`config.mk`:
```
export PLATFORM = sky130hd
export DESIGN_NAME = load_store_sequencer
export DESIGN_NICKNAME = d
export VERILOG_FILES = /design/src/rtl/lsu_pkg.sv /design/src/rtl/lsu_align.sv /design/src/rtl/load_store_sequencer.sv
export SDC_FILE = /design/constraint.sdc
export NUM_CORES = 1
export LEC_CHECK = 0
export ABC_AREA = 1
export ABC_CLOCK_PERIOD_IN_PS = 11230
export BUFFER_PORTS_ARGS = -buffer_cell sky130_fd_sc_hd__buf_2
export CORE_MARGIN = 5
export CORE_UTILIZATION = 50
export CTS_CLUSTER_SIZE = 30
export DETAILED_ROUTE_END_ITERATION = 16
export GPL_TIMING_DRIVEN = 1
export PLACE_DENSITY = 0.75
export SLEW_MARGIN = 20
export SYNTH_ARGS = -nofsm -noshare
export SYNTH_HDL_FRONTEND = slang
export SYNTH_SLANG_ARGS = --single-unit
```
`constraint.sdc`:
```
create_clock -name clk -period 11.23 [get_ports clk]
set_clock_uncertainty 0.1 [all_clocks]
set_input_delay 2.246 -clock clk [delete_from_list [all_inputs] [get_ports clk]]
set_output_delay 2.246 -clock clk [all_outputs]
set_load 0.05 [all_outputs]
```
`src/rtl/lsu_pkg.sv`:
```
// Shared definitions for the load/store sequencer: width codes, FSM states
// and the access-size / byte-mask tables.
package lsu_pkg;

  typedef enum logic [1:0] {
    IDLE  = 2'd0,
    BEAT1 = 2'd1,
    BEAT2 = 2'd2,
    RESP  = 2'd3
  } state_t;

  localparam logic [2:0] W_WORD  = 3'b000;
  localparam logic [2:0] W_HALF  = 3'b010;
  localparam logic [2:0] W_BYTE  = 3'b001;
  localparam logic [2:0] W_HALFU = 3'b110;
  localparam logic [2:0] W_BYTEU = 3'b101;

  function automatic logic width_legal(input logic [2:0] code);
    case (code)
      W_WORD, W_HALF, W_BYTE, W_HALFU, W_BYTEU: width_legal = 1'b1;
      default:                                  width_legal = 1'b0;
    endcase
  endfunction

  function automatic logic [2:0] width_size(input logic [2:0] code);
    case (code)
      W_HALF, W_HALFU: width_size = 3'd2;
      W_BYTE, W_BYTEU: width_size = 3'd1;
      default:         width_size = 3'd4;
    endcase
  endfunction

  function automatic logic width_signed(input logic [2:0] code);
    case (code)
      W_HALF, W_BYTE: width_signed = 1'b1;
      default:        width_signed = 1'b0;
    endcase
  endfunction

  function automatic logic [3:0] size_mask(input logic [2:0] size);
    case (size)
      3'd4:    size_mask = 4'b1111;
      3'd2:    size_mask = 4'b0011;
      default: size_mask = 4'b0001;
    endcase
  endfunction

endpackage

```
`src/rtl/lsu_align.sv`:
```
// Combinational byte-lane steering for both beats and load-data extraction
// with sign/zero extension.
module lsu_align
  import lsu_pkg::*;
(
  input  logic [2:0]  size,
  input  logic [1:0]  off,
  input  logic        sign_ext,
  input  logic [31:0] wdata,
  input  logic [31:0] rd_lo,
  input  logic [31:0] rd_hi,
  output logic [3:0]  be1,
  output logic [3:0]  be2,
  output logic [31:0] wd1,
  output logic [31:0] wd2,
  output logic [31:0] rdata
);

  logic [2:0]  rem;
  logic [7:0]  mask_wide;
  logic [31:0] low;

  // lane steering and load extraction
  always_comb begin
    rem       = 3'd4 - {1'b0, off};
    mask_wide = {4'b0000, size_mask(size)} << off;
    be1       = mask_wide[3:0];
    be2       = size_mask(size) >> rem;
    wd1       = wdata << {off, 3'b000};
    wd2       = wdata >> {rem, 3'b000};
    low       = 32'({rd_hi, rd_lo} >> {off, 3'b000});
    case (size)
      3'd2:    rdata = sign_ext ? {{16{low[15]}}, low[15:0]} : {16'h0000, low[15:0]};
      3'd1:    rdata = sign_ext ? {{24{low[7]}}, low[7:0]} : {24'h000000, low[7:0]};
      default: rdata = low;
    endcase
  end

endmodule

```
`src/rtl/load_store_sequencer.sv`:
```
// Splits a pipeline load/store of any alignment into one or two word-aligned
// memory beats and returns extended load data as a single-cycle response.
module load_store_sequencer
  import lsu_pkg::*;
(
  input  logic        clk,
  input  logic        reset,
  input  logic        ReqValid,
  input  logic        ReqWrite,
  input  logic [2:0]  WidthSrc,
  input  logic [31:0] ReqAddr,
  input  logic [31:0] ReqWData,
  output logic        ReqReady,
  output logic        Stall,
  output logic        RespValid,
  output logic [31:0] RespRData,
  output logic        RespErr,
  output logic        MemValid,
  input  logic        MemReady,
  output logic        MemWrite,
  output logic [31:0] MemAddr,
  output logic [31:0] MemWData,
  output logic [3:0]  MemByteEn,
  input  logic [31:0] MemRData
);

  state_t      state_r, state_s;
  logic [31:0] addr_r, data_r, beat1_r, rdata_r;
  logic [2:0]  size_r;
  logic        sext_r, write_r, err_r;
  logic        split_s, accept_s;
  logic [31:0] word_addr_s, rd_lo_s, rd_hi_s, load_s, wd1_s, wd2_s;
  logic [3:0]  be1_s, be2_s;

  assign accept_s    = (state_r == IDLE) && ReqValid;
  assign split_s     = ({1'b0, addr_r[1:0]} + size_r) > 3'd4;
  assign word_addr_s = {addr_r[31:2], 2'b00};
  // beat data is folded in the cycle it completes so the result can be registered
  assign rd_lo_s     = (state_r == BEAT1) ? MemRData : beat1_r;
  assign rd_hi_s     = (state_r == BEAT2) ? MemRData : 32'h0000_0000;

  lsu_align u_align (
    .size     (size_r),
    .off      (addr_r[1:0]),
    .sign_ext (sext_r),
    .wdata    (data_r),
    .rd_lo    (rd_lo_s),
    .rd_hi    (rd_hi_s),
    .be1      (be1_s),
    .be2      (be2_s),
    .wd1      (wd1_s),
    .wd2      (wd2_s),
    .rdata    (load_s)
  );

  // state register
  always_ff @(posedge clk or posedge reset) begin
    if (reset) state_r <= IDLE;
    else       state_r <= state_s;
  end

  // next-state logic
  always_comb begin
    state_s = state_r;
    case (state_r)
      IDLE: begin
        if (ReqValid) state_s = width_legal(WidthSrc) ? BEAT1 : RESP;
        else          state_s = IDLE;
      end
      BEAT1: begin
        if (MemReady) state_s = split_s ? BEAT2 : RESP;
        else          state_s = BEAT1;
      end
      BEAT2: begin
        if (MemReady) state_s = RESP;
        else          state_s = BEAT2;
      end
      RESP:    state_s = IDLE;
      default: state_s = IDLE;
    endcase
  end

  // request capture and read-data accumulation
  always_ff @(posedge clk or posedge reset) begin
    if (reset) begin
      addr_r  <= 32'h0000_0000;
      data_r  <= 32'h0000_0000;
      beat1_r <= 32'h0000_0000;
      rdata_r <= 32'h0000_0000;
      size_r  <= 3'd4;
      sext_r  <= 1'b0;
      write_r <= 1'b0;
      err_r   <= 1'b0;
    end else if (accept_s) begin
      addr_r  <= ReqAddr;
      data_r  <= ReqWrite ? ReqWData : 32'h0000_0000;
      beat1_r <= 32'h0000_0000;
      rdata_r <= 32'h0000_0000;
      size_r  <= width_size(WidthSrc);
      sext_r  <= width_signed(WidthSrc);
      write_r <= ReqWrite;
      err_r   <= !width_legal(WidthSrc);
    end else if ((state_r == BEAT1) && MemReady) begin
      beat1_r <= MemRData;
      if (!split_s && !write_r) rdata_r <= load_s;
    end else if ((state_r == BEAT2) && MemReady && !write_r) begin
      rdata_r <= load_s;
    end
  end

  // handshake and memory-beat outputs decoded from registered state
  always_comb begin
    ReqReady  = (state_r == IDLE);
    Stall     = accept_s || (state_r == BEAT1) || (state_r == BEAT2);
    RespValid = (state_r == RESP);
    RespErr   = (state_r == RESP) && err_r;
    RespRData = rdata_r;
    MemValid  = 1'b0;
    MemWrite  = 1'b0;
    MemAddr   = 32'h0000_0000;
    MemWData  = 32'h0000_0000;
    MemByteEn = 4'b0000;
    case (state_r)
      BEAT1: begin
        MemValid  = 1'b1;
        MemWrite  = write_r;
        MemAddr   = word_addr_s;
        MemWData  = wd1_s;
        MemByteEn = be1_s;
      end
      BEAT2: begin
        MemValid  = 1'b1;
        MemWrite  = write_r;
        MemAddr   = word_addr_s + 32'd4;
        MemWData  = wd2_s;
        MemByteEn = be2_s;
      end
      default: begin
        MemValid  = 1'b0;
      end
    endcase
  end

endmodule

```
# Yosys cells after proc, flatten, opt, wreduce, memory -nomap -nowiden
# Index checks and enable logic that the tools add are counted.
# totals
n_memories,0
register_bits,136
output_inout_bits,106
rom_bits,0
in_bits,104
latch_bits,0
ram_bits,0
# classes
muxes,30
reduce_logical,21
n_lt_le_gt_ge,1
n_bitwise,0
shifts,5
n_eq_ne,11
n_div,0
add_sub_neg,3
mul,0
# ops
cell,n
32-bit 2-to-1 mux,11
32-bit one-hot mux with 2 select lines,3
64-bit by 5-bit >> shifter with 32-bit output,1
32-bit by 3-bit adder with 32-bit output (second input constant),1
32-bit by 5-bit << shifter with 32-bit output,1
32-bit by 6-bit >> shifter with 32-bit output,1
4-bit one-hot mux with 2 select lines,2
3-bit equality test (second input constant),3
1-bit 2-to-1 mux,9
2-bit one-hot mux with 4 select lines,1
2-bit OR reduction,4
3-bit by 1-bit equality test with 1-bit output (second input constant),2
3-bit by 2-bit equality test with 1-bit output (second input constant),2
1-bit logical AND,6
2-bit 2-to-1 mux,3
3-bit one-hot mux with 2 select lines,1
5-bit OR reduction,1
2-bit equality test (second input constant),2
4-bit by 2-bit << shifter with 4-bit output,1
4-bit by 3-bit >> shifter with 4-bit output,1
2-bit by 3-bit adder with 3-bit output,1
3-bit > comparator (second input constant),1
1-bit zero test,3
3-bit zero test,1
other kinds (8),9

# Longest topological paths before layout
# Gate-level depths: netlist (run 1).
# logic_depth
ltp_word,8
mapped_depth,14

# By module
# Synthesis (run 1) repeated with hierarchy kept, for this count alone.
# hier_totals
cells_unflattened,1695
area_unflattened_um2,10420.0
# modules_own_cells
mod,n_inst,cells_each,area_each_um2,seq_area_each_um2
load_store_sequencer,1,1151,7927.6,3404.5
lsu_align,1,544,2492.4,0.0

# Least setup slack after synthesis (run 1)
# Ideal clock, no wire load.
# synth_timing
path_kind,input to output
from,input ReqValid
to,output Stall
path_stages,3
t_arrival_ns,3.070
path_slack_ns,5.814
path_cell_list,nand2_4 -> clkbuf_1 -> nand3_1
# synth_between
elab_chain_cells,3
# synth_rtl
element,line,text
from (decl),load_store_sequencer.sv:8,"input logic ReqValid,"
1-bit logical AND,load_store_sequencer.sv:35,assign accept_s = (state_r == IDLE) && ReqValid;
1-bit logical OR (2 in series),load_store_sequencer.sv:114,Stall = accept_s || (state_r == BEAT1) || (state_r == BEAT2);
to (decl),load_store_sequencer.sv:14,"output logic Stall,"
# No other way between the ends.

# Worst setup path in the final report (run 1)
# Ends and elaborated chain as after synthesis.

==> impl_metrics.py, run 1 <==
metrics = {
    "clock_network": {
        "clk_pin_slew_worst_paths_ns": 0.06,
        "cts_buffers": 17,
        "cts_max_level": 4,
        "cts_root_buf": "clkbuf_16",
        "clock_path_buffers": 2,
        "cts_setup_buffers": 0,
        "ctsResizeCount": 0,
        "clock-sinks": 136,
        "clock_latency_ns": 0.43,
        "cts_tree": "done",
        "holdBufCountCts": 0,
    },
    "setup_path": {
        "startpoint_type": "primary input",
        "critPathCaptureType": "output pin",
        "r2r_start": "addr_r[0]",
        "crit_arrival_ns": 3.15,
        "r2r-end": "RespRData[1]",
        "path_class": "primary input to output pin",
        "r2r.worst_path.cells": 11,
        "critPathRequiredTime_ns": 8.88,
        "rrSetupSlack_ns": 7.52,
        "cp_max_fo": 46,
    },
    "sta": {
        "setup_violations": 0,
        "totalNegativeSetupSlack_ns": 0,
        "fin_crit_sh_pct": 48.9,
        "post-route-min-period_ns": 5.50,
        "finalHoldViolations": 0,
        "maxSlewHeadroom_pct": 30.7,
        "worst_pin_slew_ns": 1.04,
        "slew_violations": 0,
        "max_freq_mhz": 182,
        "rsz0062_at_grt": "false",
        "finalHoldWorstSlack_ns": 0.371,
    },
    "global_route": {
        "grt_remaining_overflow": 0,
        "grt_usage_pct": 28.7,
        "grt_pass1_wl_um": 50500,
        "grt_pass1_vias": 9705,
        "grt_max_degree": 100,
        "antenna_found_initial": 1,
    },
    "synthesis": {
        "netlist_area_sq_mm": 0.00953,
        "ys_seq_elements": 136,
        "yosys_warnings": 0,
        "syn_area_per_cell_sq_um": 6.54,
        "yosysUniqueCellTypes": 40,
        "synth_seq_area_share_pct": 35.7,
        "synth_cells": 1458,
    },
    "drt": {
        "vias_per_cell": 5.54,
        "antenna_left": 0,
        "first_pass_iters": 7,
        "wl_met2_um": 14700,
        "routed_wl_um": 31400,
        "route.detailed.drc": 0,
        "top_layer_used": "met5",
        "wl_per_cell_um": 16.9,
        "vias": 10300,
        "wl_met1_um": 13400,
        "wl_met3_um": 2530,
        "drt_iter0_markers": 811,
    },
    "hold_path": {
        "min-delay-start": "RespRData[10]",
        "holdPathEnd": "RespRData[10]",
        "hold_class": "flop to flop",
        "worstHoldPathCells": 2,
    },
    "cells_and_area": {
        "finalNetCount": 1729,
        "drive_above_1_share_pct": 17.8,
        "area_growth_pct": 16.3,
    },
    "run_status": {
        "status": "complete, no violations",
    },
    "run": {
        "drv_cap": 0,
    },
    "die": {
        "dieArea_sq_mm": 0.0219,
        "die_h_um": 148,
        "ioPinCount": 210,
        "core_sq_mm": 0.0188,
        "num_rows": 50,
        "start_util_pct": 50.8,
        "die_w_um": 148,
    },
    "placed_design": {
        "gp_congestion": 0.925,
        "place_hpwl_um": 22200,
        "port_buffers": 207,
    },
    "power_and_ir_drop": {
        "p_per_area_mw_per_mm2": 329,
        "irDropWorstVdd_mv": 0.301,
        "leakage_nw": 5.86,
    },
}
[cells by family (layout without fill, tap and decap cells)]
| group | count (synthesis) | after routing | synth area share, % |
|---|---|---|---|
| fa+ha+maj | 13 | 13 | 1.78 |
| simple gates | 784 | 784 | 33.8 |
| flops | 136 | 136 | 35.7 |
| other cells | 1 | 3 | 0.0393 |
| compound gates | 302 | 302 | 18.0 |
| buf+inv | 222 | 386 | 10.6 |
[worst max-delay path: stages]
cell and delay, ns:
buf_2 0.13, nand2_4 0.40, nand3_1 0.13, buf_2 0.25
[cells in the mapped netlist]
library cell	instances	area (sq um)
nand2_1	554	2080
dfrtp_1	135	3380
inv_1	127	477
o21ai_0	123	616
nand3_1	103	515
a21oi_1	91	455
nor2_1	87	327
buf_2	34	170
o21ai_1	23	115
clkbuf_1	22	82.6
a22o_1	20	175
o221ai_1	17	149
buf_4	13	97.6
ha_1	12	150
o211ai_1	12	90.1
buf_6	11	124
inv_2	9	33.8
nor3_1	9	45.0
nand2_2	8	50.1
nand2_4	6	67.6
nor2_2	6	37.5
nand3_2	5	50.1
o21a_1	4	30.0
o22ai_1	4	25.0
buf_1	3	11.3
a221oi_1	2	17.5
a22oi_1	2	15.0
clkinv_1	2	7.51
nand4_1	2	12.5
o31ai_1	2	15.0
a31oi_1	1	6.26
and2_1	1	6.26
conb_1	1	3.75
dfstp_2	1	26.3
fa_1	1	20.0
inv_4	1	6.26
nand3_4	1	17.5
nand3b_1	1	7.51
nor2_4	1	11.3
o21ai_2	1	8.76
[cell usage in the layout, fill, tap and decap left out, types with 8 or more instances in the layout]
cell / instances
a22o_1: 20
nand2_1: 554
buf_4: 9
clkbuf_16: 17
nand2_2: 8
a21oi_1: 91
nor2_1: 87
o211ai_1: 12
ha_1: 10
dfrtp_1: 134
inv_2: 9
nor3_1: 9
buf_2: 207
o21ai_0: 123
o21ai_1: 23
inv_1: 126
nand3_1: 103
o221ai_1: 17
[final cells by class]
type	count	area (sq um)
fill	1840	7680
multi-input combinational	1101	5130
sequential	136	3410
timing repair buffer	217	1130
inverter	139	529
clock buffer	20	457
tap	234	293
clock inverter	10	145
antenna	1	2.50
[routing by layer]
layer | global-route usage [%] | vias up
li1 | - | 5030
met1 | 39.2 | 4727
met2 | 46.3 | 473
met3 | 5.67 | 63
met4 | 9.28 | 2
met5 | 0 | -
[through the flow]
step           total power, mW  cell area, sq um  cells  utilization [%]  setup WS (ns)
6_report                  3.65             11100   1858             59.1           5.73
5_1_grt                   3.92             11100   1857             59.1           5.56
4_1_cts                   3.64             11100   1856             58.9           5.73
3_5_place_dp              3.04             10500   1826             55.7           5.75
3_3_place_gp              3.02             10500   1826             55.7           5.76
2_1_floorplan             2.56              9540   1459                -           5.25
[registers in the layout, summed over array words and instances, names as in the netlist]
| register | cells |
|---|---|
| sext_r | 1 |
| data_r | 32 |
| err_r | 1 |
| beat1_r | 32 |
| write_r | 1 |
| RespRData | 32 |
| size_r | 3 |
| state_r | 2 |
| addr_r | 32 |
[where the power goes]
| part | internal (mW) | total, mW | switching [mW] |
|---|---|---|---|
| combinational | 0.556 | 2.15 | 1.59 |
| sequential | 0.717 | 0.914 | 0.198 |
| clock | 0.360 | 0.583 | 0.223 |
| total | 1.63 | 3.65 | 2.01 |
[worst max-delay path by stage]
stage	startpoint	endpoint	cells after the start
3_5_place_dp	ReqValid	Stall	4
6_report	ReqValid	Stall	4
3_3_place_gp	ReqValid	Stall	4
4_1_cts	ReqValid	Stall	4
5_1_grt	state_r[1]	MemWData[24]	10
2_1_floorplan	reset	RespRData[0]	1
No activity file was read; power rests on OpenSTA's default activity.
==> run 2: changes to the inputs <==
--- a/config.mk
+++ b/config.mk
@@ -5,15 +5,15 @@
 export SDC_FILE = /design/constraint.sdc
 export NUM_CORES = 1
 export LEC_CHECK = 0
-export ABC_AREA = 1
-export ABC_CLOCK_PERIOD_IN_PS = 11230
+export ABC_AREA = 0
+export ABC_CLOCK_PERIOD_IN_PS = 5700
 export BUFFER_PORTS_ARGS = -buffer_cell sky130_fd_sc_hd__buf_2
 export CORE_MARGIN = 5
 export CORE_UTILIZATION = 50
 export CTS_CLUSTER_SIZE = 30
 export DETAILED_ROUTE_END_ITERATION = 16
 export GPL_TIMING_DRIVEN = 1
-export PLACE_DENSITY = 0.75
+export PLACE_DENSITY = 0.76
 export SLEW_MARGIN = 20
 export SYNTH_ARGS = -nofsm -noshare
 export SYNTH_HDL_FRONTEND = slang
==> constraint.sdc (replaced) <==
create_clock -name clk -period 5.7 [get_ports clk]
set_clock_uncertainty 0.1 [all_clocks]
set_input_delay 1.14 -clock clk [delete_from_list [all_inputs] [get_ports clk]]
set_output_delay 1.14 -clock clk [all_outputs]
set_load 0.05 [all_outputs]
==> run 2 against run 1 <==
Compared with the run above:
- clock-buffer cell count rose by 2
- die area is 3.7% lower
- hold slack got worse by 0.011 ns
- largest power group unchanged
- cell area shrank 2.9%
- first-iteration DRC count grew 24%
- utilization rose by 0.68 points
- setup slack got worse by 5.2 ns
- non-clock buffer count up 3
==> impl_metrics.py, run 2 <==
metrics = {
    "clock_network": {
        "cts_tree": "done",
        "clock_latency_ns": 0.42,
        "clock-sinks": 136,
        "cts_root_buf": "clkbuf_16",
        "cts_setup_buffers": 0,
        "ctsResizeCount": 0,
        "cts_max_level": 4,
        "clock_path_buffers": 2,
        "holdBufCountCts": 0,
        "clk_pin_slew_worst_paths_ns": 0.06,
        "cts_buffers": 17,
    },
    "sta": {
        "max_freq_mhz": 194,
        "worst_pin_slew_ns": 1.10,
        "maxSlewHeadroom_pct": 27.0,
        "rsz0062_at_grt": "false",
        "finalHoldViolations": 0,
        "slew_violations": 0,
        "post-route-min-period_ns": 5.16,
        "fin_crit_sh_pct": 90.6,
        "timing.final.ws_setup_ns": 0.536,
        "totalNegativeSetupSlack_ns": 0,
        "setup_violations": 0,
    },
    "synthesis": {
        "yosys.area.top_type": "dfrtp_1",
        "yosys-top-cells-area": "dfrtp_1 (37%), nand2_1 (13%), mux2_2 (4.4%), a21oi_1 (4.2%), mux2i_1 (4.0%)",
        "yosysUniqueCellTypes": 72,
        "synth_cells": 1157,
        "ys_seq_elements": 136,
        "yosysMostFrequentCell": "nand2_1",
        "synth.top_cell.area_share_pct": 36.9,
        "yosys_warnings": 0,
        "synth-edff-count": 0,
        "synth_flop_cell": "dfrtp_1",
        "syn_area_per_cell_sq_um": 7.92,
        "synth_seq_area_share_pct": 37.2,
        "synth_commonest_cells": "nand2_1 (314), dfrtp_1 (135), nor2_1 (97), a21oi_1 (77), nand3_1 (71)",
        "netlist_area_sq_mm": 0.00916,
        "synthArstFlopShare_pct": 100,
    },
    "global_route": {
        "grt_pass1_vias": 8879,
        "antenna_found_initial": 0,
        "grt_max_degree": 100,
        "grt_remaining_overflow": 0,
        "grt_usage_pct": 27.2,
        "grt_pass1_wl_um": 47900,
    },
    "run": {
        "drv_cap": 0,
    },
    "drt": {
        "routed_wl_um": 29700,
        "wl_per_cell_um": 19.2,
        "antenna_left": 0,
        "vias_per_cell": 6.07,
        "drt_iter0_markers": 1008,
        "route.detailed.drc": 0,
        "first_pass_iters": 6,
        "vias": 9389,
    },
    "power_and_ir_drop": {
        "p_per_area_mw_per_mm2": 664,
        "leakage_nw": 5.14,
        "irDropWorstVdd_mv": 0.461,
        "finalPower_mw": 7.15,
    },
    "cells_and_area": {
        "diodes": 0,
        "n_fill_cell": 1653,
        "fin_util_pct": 59.8,
        "design_area_sq_mm": 0.0108,
        "final_common_cell": "nand2_1",
        "area_growth_pct": 17.6,
        "finalNetCount": 1423,
        "mostFrequentLayoutCells": "nand2_1 (312), buf_2 (207), dfrtp_1 (134), nor2_1 (96), a21oi_1 (77)",
        "drive_above_1_share_pct": 24.6,
    },
    "placed_design": {
        "place_hpwl_um": 20400,
        "port_buffers": 207,
        "placed_area_sq_mm": 0.0102,
        "post-place-ws_ns": 1.03,
        "gp_congestion": 0.927,
    },
    "die": {
        "start_util_pct": 50.8,
        "die_w_um": 145,
        "die_h_um": 145,
        "ioPinCount": 210,
        "dieArea_sq_mm": 0.0211,
        "num_rows": 49,
        "core_sq_mm": 0.0180,
    },
    "setup_path": {
        "critPathCaptureType": "output pin",
        "cp_max_fo": 24,
        "startpoint_type": "flop",
        "critPathRequiredTime_ns": 4.46,
        "path_class": "flop to output pin",
        "crit_arrival_ns": 3.92,
    },
    "run_status": {
        "status": "complete, no violations",
    },
    "hold_path": {
        "hold_class": "flop to flop",
    },
}
-- run 2: cell count changes after synthesis, moves of 16 or more --
cell	previous run	this run
o221ai_1	17	1
o21ai_0	123	49
nand3_1	103	71
nand2_1	554	314
mux2_2	0	36
mux2i_1	0	37
buf_2	34	17
clkbuf_1	22	58
o22ai_1	4	21
a22oi_1	2	28
o21ai_1	23	1
inv_1	127	13
-- run 2: where the power goes --
part | switching, mW | total, mW | internal (mW)
Sequential | 0.493 | 1.91 | 1.41
Combinational | 2.91 | 4.15 | 1.25
Clock | 0.419 | 1.09 | 0.671
Total | 3.82 | 7.15 | 3.33
-- run 2: per-stage QoR --
stage | instances | hold slack (ns)
6_report | 1546 | 0.360
5_1_grt | 1546 | 0.376
4_1_cts | 1546 | 0.367
3_5_place_dp | 1516 | 0.355
3_3_place_gp | 1516 | 0.348
2_1_floorplan | 1158 | 0.342
-- run 2: kinds of logic (layout without fill, tap and decap cells) --
kind of cell	after synthesis	in the layout	synth area share, %
muxes	81	81	10.4
buffers and inverters	105	264	4.94
and+or+nand+nor	552	552	26.2
AOI/OAI and AO/OA	267	267	19.3
xor gates and xnor gates	2	2	0.191
adders and majority gates	13	13	1.86
DFF	136	136	37.2
other	1	2	0.0409
-- run 2: area by class of cell --
class / count / area [sq um] / area share [%]
inverters: 14 / 57.6 / 0.534
clock buffers: 22 / 474 / 4.40
clock inverters: 8 / 97.6 / 0.906
repair buffers: 220 / 1130 / 10.5
flip-flops and latches: 136 / 3410 / 31.6
multi-input cells: 917 / 5320 / 49.4
well taps: 229 / 287 / 2.66
-- run 2: worst paths after layout --
| path | slack, ns | start | endpoint | depth (start not counted) |
|---|---|---|---|---|
| worst max register to register | 2.05 | state_r[1] | RespRData[26] | 8 |
| max in group asynchronous | 3.56 | reset | RespRData[18] | 3 |
| min in group asynchronous | 0.81 | reset | data_r[31] | 2 |
| worst min-delay path | 0.36 | RespRData[5] | RespRData[5] | 2 |
| worst min register to register | 0.36 | RespRData[5] | RespRData[5] | 2 |
| worst max-delay path | 0.54 | state_r[0] | MemWData[14] | 9 |
-- run 2: critical path, stage by stage, from the launching register on --
cell	delay [ns]
dfrtp_1	0.40
inv_1	0.11
ha_1	0.74
nor2b_1	0.23
buf_4	0.21
nand2b_1	0.15
a21oi_2	0.89
a22oi_1	0.21
a21oi_1	0.24
buf_2	0.31
-- run 2: layer usage --
layer	up-vias	track usage [%]	part of all wire [%]
met5	-	0	0
met3	59	6.60	9.8
met1	4439	38.5	42
met4	0	8.44	2.5
li1	4347	-	-
met2	544	41.4	46
